`src/rtl/sseg_scan_mux.sv`:
```
// Multiplexed N-digit 7-segment scanner with frame-synchronous buffer commit.
// Optional leading-zero suppression when SSEG_LZ_SUPPRESS_EN is defined.
module sseg_scan_mux #(
   parameter int unsigned NUM_DIGITS = 4,
   parameter int unsigned CLK_HZ     = 50000000,
   parameter int unsigned SCAN_HZ    = 10000,
   parameter int unsigned BLANK_CYC  = 64
) (
   input  logic                    clk_50MHz,
   input  logic                    rst,
   input  logic [4*NUM_DIGITS-1:0] digits_in,
   input  logic                    load,
   input  logic [NUM_DIGITS-1:0]   dp_in,
   input  logic [NUM_DIGITS-1:0]   blank_mask,
   output logic [6:0]              sseg,
   output logic                    dp,
   output logic [NUM_DIGITS-1:0]   anode,
   output logic                    frame_done
);

   localparam int unsigned DIV     = CLK_HZ / SCAN_HZ;
   localparam int unsigned CNT_MAX = (DIV > BLANK_CYC) ? DIV : BLANK_CYC;
   localparam int unsigned CNT_W   = (CNT_MAX > 2) ? $clog2(CNT_MAX) : 1;
   localparam int unsigned PTR_W   = $clog2(NUM_DIGITS);
   localparam int unsigned DIG_W   = 4 * NUM_DIGITS;

   typedef enum logic {ST_DRIVE, ST_BLANK} state_t;

   state_t                  state_q, state_d;
   logic [CNT_W-1:0]        cnt_q, cnt_d;
   logic [PTR_W-1:0]        ptr_q, ptr_d;
   logic [DIG_W-1:0]        pend_dig_q, pend_dig_d, disp_dig_q, disp_dig_d;
   logic [NUM_DIGITS-1:0]   pend_dp_q, pend_dp_d, disp_dp_q, disp_dp_d;
   logic [NUM_DIGITS-1:0]   pend_msk_q, pend_msk_d, disp_msk_q, disp_msk_d;
   logic [6:0]              sseg_q, sseg_d;
   logic                    dp_q, dp_d;
   logic [NUM_DIGITS-1:0]   anode_q, anode_d;
   logic                    frame_done_q, frame_done_d;
   logic                    adv_c, wrap_c;
   logic [3:0]              nib_c;
   logic [NUM_DIGITS-1:0]   lz_dark_c;

   function automatic logic [6:0] hex7(input logic [3:0] n);
      case (n)
         4'h0: hex7 = 7'b1000000;
         4'h1: hex7 = 7'b1111001;
         4'h2: hex7 = 7'b0100100;
         4'h3: hex7 = 7'b0110000;
         4'h4: hex7 = 7'b0011001;
         4'h5: hex7 = 7'b0010010;
         4'h6: hex7 = 7'b0000010;
         4'h7: hex7 = 7'b1111000;
         4'h8: hex7 = 7'b0000000;
         4'h9: hex7 = 7'b0010000;
         4'hA: hex7 = 7'b0001000;
         4'hB: hex7 = 7'b0000011;
         4'hC: hex7 = 7'b1000110;
         4'hD: hex7 = 7'b0100001;
         4'hE: hex7 = 7'b0000110;
         default: hex7 = 7'b0001110;
      endcase
   endfunction

   // Slot sequencer: DRIVE for DIV clocks, optional BLANK gap, then next digit.
   always_comb begin
      state_d = state_q;
      cnt_d   = cnt_q + CNT_W'(1);
      ptr_d   = ptr_q;
      adv_c   = 1'b0;
      case (state_q)
         ST_DRIVE: begin
            if (cnt_q == CNT_W'(DIV - 1)) begin
               cnt_d = '0;
               if (BLANK_CYC == 0) adv_c = 1'b1;
               else                state_d = ST_BLANK;
            end
         end
         ST_BLANK: begin
            if (cnt_q == CNT_W'(BLANK_CYC - 1)) begin
               cnt_d   = '0;
               adv_c   = 1'b1;
               state_d = ST_DRIVE;
            end
         end
         default: begin
            cnt_d   = '0;
            state_d = ST_DRIVE;
         end
      endcase
      wrap_c = adv_c && (ptr_q == PTR_W'(NUM_DIGITS - 1));
      if (adv_c) ptr_d = wrap_c ? '0 : ptr_q + PTR_W'(1);
   end

   // A load on the commit clock bypasses straight into the display buffer.
   always_comb begin
      pend_dig_d = load ? digits_in  : pend_dig_q;
      pend_dp_d  = load ? dp_in      : pend_dp_q;
      pend_msk_d = load ? blank_mask : pend_msk_q;
      disp_dig_d = wrap_c ? pend_dig_d : disp_dig_q;
      disp_dp_d  = wrap_c ? pend_dp_d  : disp_dp_q;
      disp_msk_d = wrap_c ? pend_msk_d : disp_msk_q;
   end

`ifdef SSEG_LZ_SUPPRESS_EN
   // Digit k dark when it and every higher nibble are zero; digit 0 always shown.
   always_comb begin
      logic zero_above;
      zero_above = 1'b1;
      lz_dark_c  = '0;
      for (int k = NUM_DIGITS - 1; k >= 1; k--) begin
         zero_above   = zero_above && (disp_dig_q[4*k +: 4] == 4'h0);
         lz_dark_c[k] = zero_above;
      end
   end
`else
   assign lz_dark_c = '0;
`endif

   always_comb begin
      nib_c = 4'h0;
      for (int k = 0; k < NUM_DIGITS; k++)
         if (ptr_q == PTR_W'(k)) nib_c = disp_dig_q[4*k +: 4];
   end

   // Output image of the current state, registered one clock later.
   always_comb begin
      anode_d      = '1;
      sseg_d       = 7'h7F;
      dp_d         = 1'b1;
      frame_done_d = wrap_c;
      if ((state_q == ST_DRIVE) && !disp_msk_q[ptr_q]) begin
         anode_d[ptr_q] = 1'b0;
         sseg_d         = lz_dark_c[ptr_q] ? 7'h7F : hex7(nib_c);
         dp_d           = ~disp_dp_q[ptr_q];
      end
   end

   always_ff @(posedge clk_50MHz or negedge rst) begin
      if (!rst) begin
         state_q      <= ST_DRIVE;
         cnt_q        <= '0;
         ptr_q        <= '0;
         pend_dig_q   <= '0;
         pend_dp_q    <= '0;
         pend_msk_q   <= '0;
         disp_dig_q   <= '0;
         disp_dp_q    <= '0;
         disp_msk_q   <= '0;
         sseg_q       <= 7'h7F;
         dp_q         <= 1'b1;
         anode_q      <= '1;
         frame_done_q <= 1'b0;
      end else begin
         state_q      <= state_d;
         cnt_q        <= cnt_d;
         ptr_q        <= ptr_d;
         pend_dig_q   <= pend_dig_d;
         pend_dp_q    <= pend_dp_d;
         pend_msk_q   <= pend_msk_d;
         disp_dig_q   <= disp_dig_d;
         disp_dp_q    <= disp_dp_d;
         disp_msk_q   <= disp_msk_d;
         sseg_q       <= sseg_d;
         dp_q         <= dp_d;
         anode_q      <= anode_d;
         frame_done_q <= frame_done_d;
      end
   end

   assign sseg       = sseg_q;
   assign dp         = dp_q;
   assign anode      = anode_q;
   assign frame_done = frame_done_q;

endmodule
```
`config.mk`:
```
export PLATFORM = sky130hd
export DESIGN_NAME = sseg_scan_mux
export DESIGN_NICKNAME = d
export VERILOG_FILES = /design/src/rtl/sseg_scan_mux.sv
export SDC_FILE = /design/constraint.sdc
export NUM_CORES = 1
export LEC_CHECK = 0
export BUFFER_PORTS_ARGS = -buffer_cell sky130_fd_sc_hd__buf_2
export CAP_MARGIN = 40
export CORE_UTILIZATION = 40
export DETAILED_ROUTE_END_ITERATION = 8
export PLACE_DENSITY = 0.7
export REMOVE_ABC_BUFFERS = 1
export SLEW_MARGIN = 30
export SYNTH_ARGS = -nofsm -noshare
export SYNTH_HDL_FRONTEND = slang
export SYNTH_SLANG_ARGS = --single-unit
```
`constraint.sdc`:
```
create_clock -name clk_50MHz -period 2.5 [get_ports clk_50MHz]
set_input_delay 0.125 -clock clk_50MHz [delete_from_list [all_inputs] [get_ports clk_50MHz]]
set_output_delay 0.125 -clock clk_50MHz [all_outputs]
set_load 0.005 [all_outputs]
```
==> flow_summary.yaml <==
grt:
  grt.overflow.total: 0
  antenna_found_initial: 0
  grt_pass1_vias: 2174
  grt_usage: 0.151
  grt_max_degree: 42
  grt_pass1_wl_um: 10500
timing:
  finalSetupViolCount: 0
  period_needed_ns: 2.20
  hold_viol: 0
  rsz0062_at_grt: "false"
  fmax_mhz: 454
  tightest_slew_ns: 0.672
  fin_ws_ns: 0.296
  clock_skew_ns: 0.00928
  setup_tns_ns: 0
  fin_crit_sh: 0.881
  drv_slew: 0
  holdWs_ns: 0.0264
  slew_headroom: 0.552
layout:
  antennaDiodeCount: 0
  layout.nets: 350
  fin_util: 0.472
  stdcell_count: 425
  drive_above_1_share: 0.432
  area_growth_pct: 15.0
  stdcell_area_um2: 4100
floorplan:
  die_h_um: 96.4
  dieArea_um2: 9290
  initial_core_util: 0.411
  pin_count: 40
  core_um2: 8680
  die_x_um: 96.4
  rows: 34
critical_path:
  start_kind: "register"
  cp.required_ns: 2.76
  cp_cell_sequence: "inv_1 > ha_1 > nand2_1 > o21ai_1 > nand2_1 > inv_1 > ha_1 > inv_1 > a2111oi_2 > a21oi_1 > o221ai_1"
  r2r_cells: 11
  cp_max_fo: 6
  cp-end-kind: "register"
  cp.arrival_ns: 2.46
  critPathTopFamily: "compound AO/OA/AOI/OAI gates"
  path_buf_inv: 3
  path_depth: 11
  path_common_cell: "inv_1"
  crit_type: "reg2reg"
  slowest_delay_ns: 0.45
  slowest_stage: "dfrtp_1"
min_path:
  hold_class: "in2reg"
  whs_path_depth: 2
synthesis:
  synth_cell_types: 49
  synth_area_leader_cell: "dfrtp_1"
  synth_seq_cells: 77
  ys.flop_type: "dfrtp_1"
  async_flop_share: 1.00
  yosys.area.top_type_share: 0.456
  yosys_warnings: 0
  synth_edf_count: 0
  synth_most_common_cell: "dfrtp_1"
  yosys-top-cells-count: "65 x dfrtp_1, 30 x mux2_2, 20 x mux2_4, 16 x nand2_1, 13 x nor2_1"
  postSynthAreaPerCell_um2: 13.4
  synth_area_um2: 3560
  seq_area_frac_synth: 0.545
  syn_inst: 265
  synth_area_leaders: "dfrtp_1 46%, mux2_2 9.5%, dfstp_2 8.8%"
placed_design:
  hpwl_um: 4410
  place.gp.congestion: 0.825
  portBuffers: 39
  dp_slack_ns: 0.0234
  placed_area_um2: 3880
  place_inst: 408
outcome:
  status: "finished, final reports clean"
drt:
  drtIter0Drc: 34
  firstDrtPassIters: 4
  wl_um: 6270
  via_count: 2149
  viasPerCell: 5.06
  wire_per_inst_um: 14.8
  drc: 0
  ant_nets: 0
clock_network:
  postCtsSetupRepairBufs: 0
  root_buffer: "clkbuf_8"
  clk_path_buf_depth: 2
  insertion_delay_ns: 0.35
  clkSinkCount: 77
  cts.clk_slew.worst_paths_ns: 0.08
  htree_levels: 3
  cts_tree: "yes"
  cts_made_buffers: 9
pwr:
  pwr-share-clk: 0.353
  sw_frac_of_total: 0.236
  p_switching_mw: 0.574
  power_mw: 2.43
  leakagePower_nw: 1.89
  power_density_nw_per_um2: 593
  power_frac_comb: 0.090
  p_seq_frac: 0.557
  p_int_mw: 1.85
  ir_drop_mv: 0.325
run:
  max_cap_viol_count: 0
==> cell usage in the layout (no fill, tap or decap), drive strengths merged, types with 3 or more instances in the layout <==
cell type  count
dfrtp         65
mux2          50
buf           46
nand2         16
nor2          13
dfstp         12
clkbuf        11
ha            11
nand3          8
xnor2          8
inv            8
a211oi         6
o21ai          5
o221ai         4
nor4           4
nand4          3
or3            3
xor2           3
==> cell type report <==
class	instances	area [um2]
fillers	785	4580
flip-flops and latches	77	1940
multi-input cells	170	1540
repair buffers	47	273
clock buffers	11	151
well taps	108	135
clock inverters	5	33.8
inverters	7	26.3
==> flip-flops by register name, summed over array words and instances (netlist names) <==
| register | flops |
|---|---|
| disp_msk_q | 4 |
| pend_dig_q | 16 |
| frame_done | 1 |
| ptr_q | 2 |
| disp_dp_q | 4 |
| disp_dig_q | 16 |
| sseg | 7 |
| anode | 4 |
| pend_dp_q | 4 |
| pend_msk_q | 4 |
| cnt_q | 13 |
| state_q | 1 |
| dp | 1 |
==> final timing paths <==
kind,from,to,slack [ns]
max in group asynchronous,rst,dp,1.60
max,ptr_q[1],sseg[5],0.30
min in group asynchronous,rst,pend_dig_q[11],0.28
min reg2reg,cnt_q[0],cnt_q[0],0.46
min,dp_in[2],pend_dp_q[2],0.03
max reg2reg,ptr_q[1],sseg[5],0.30
==> repair_timing <==
item,4_1_cts,5_1_grt
endpoints found under the hold margin,28,0
setup endpoints to repair,1,2
pin swaps,0,0
resized for setup,1,7
hold buffers,1,0
==> worst register-to-register path: stages (launching register included) <==
cell       delay (ns)
dfrtp_1          0.45
inv_1            0.11
ha_1             0.25
nand2_1          0.07
o21ai_1          0.24
nand2_1          0.11
inv_1            0.08
ha_1             0.18
inv_1            0.08
a2111oi_2        0.26
a21oi_1          0.08
o221ai_1         0.20
==> logic make-up (layout without fill, tap and decap cells) <==
logic type,Yosys count,count (layout),share of synthesized area
muxes,54,54,0.197
DFF,77,77,0.545
AOI/OAI and AO/OA,28,28,0.0597
adders and majority gates,11,11,0.0386
and+or+nand+nor,66,66,0.101
xor gates and xnor gates,11,11,0.0270
buffers and inverters,18,70,0.0309
==> routing by layer <==
metal | part of all wire | GRT usage | up-vias | wire, um
met5 | 0 | 0 | - | 0
met4 | 0.014 | 0.0760 | 0 | 86
met3 | 0.038 | 0.0321 | 7 | 240
met2 | 0.47 | 0.232 | 43 | 2930
met1 | 0.48 | 0.203 | 1052 | 3010
li1 | - | - | 1047 | -
==> power by group through the flow <==
| stage | Sequential, mW | Clock [mW] | Combinational, mW |
|---|---|---|---|
| after detailed placement | 1.38 | 0 | 0.219 |
| after floorplan | 1.37 | 0 | 0.121 |
| after CTS | 1.35 | 0.895 | 0.221 |
| after global placement | 1.37 | 0 | 0.210 |
| final | 1.35 | 0.857 | 0.218 |
| after global routing | 1.36 | 0.935 | 0.245 |
(Power assumes the default switching activity.)
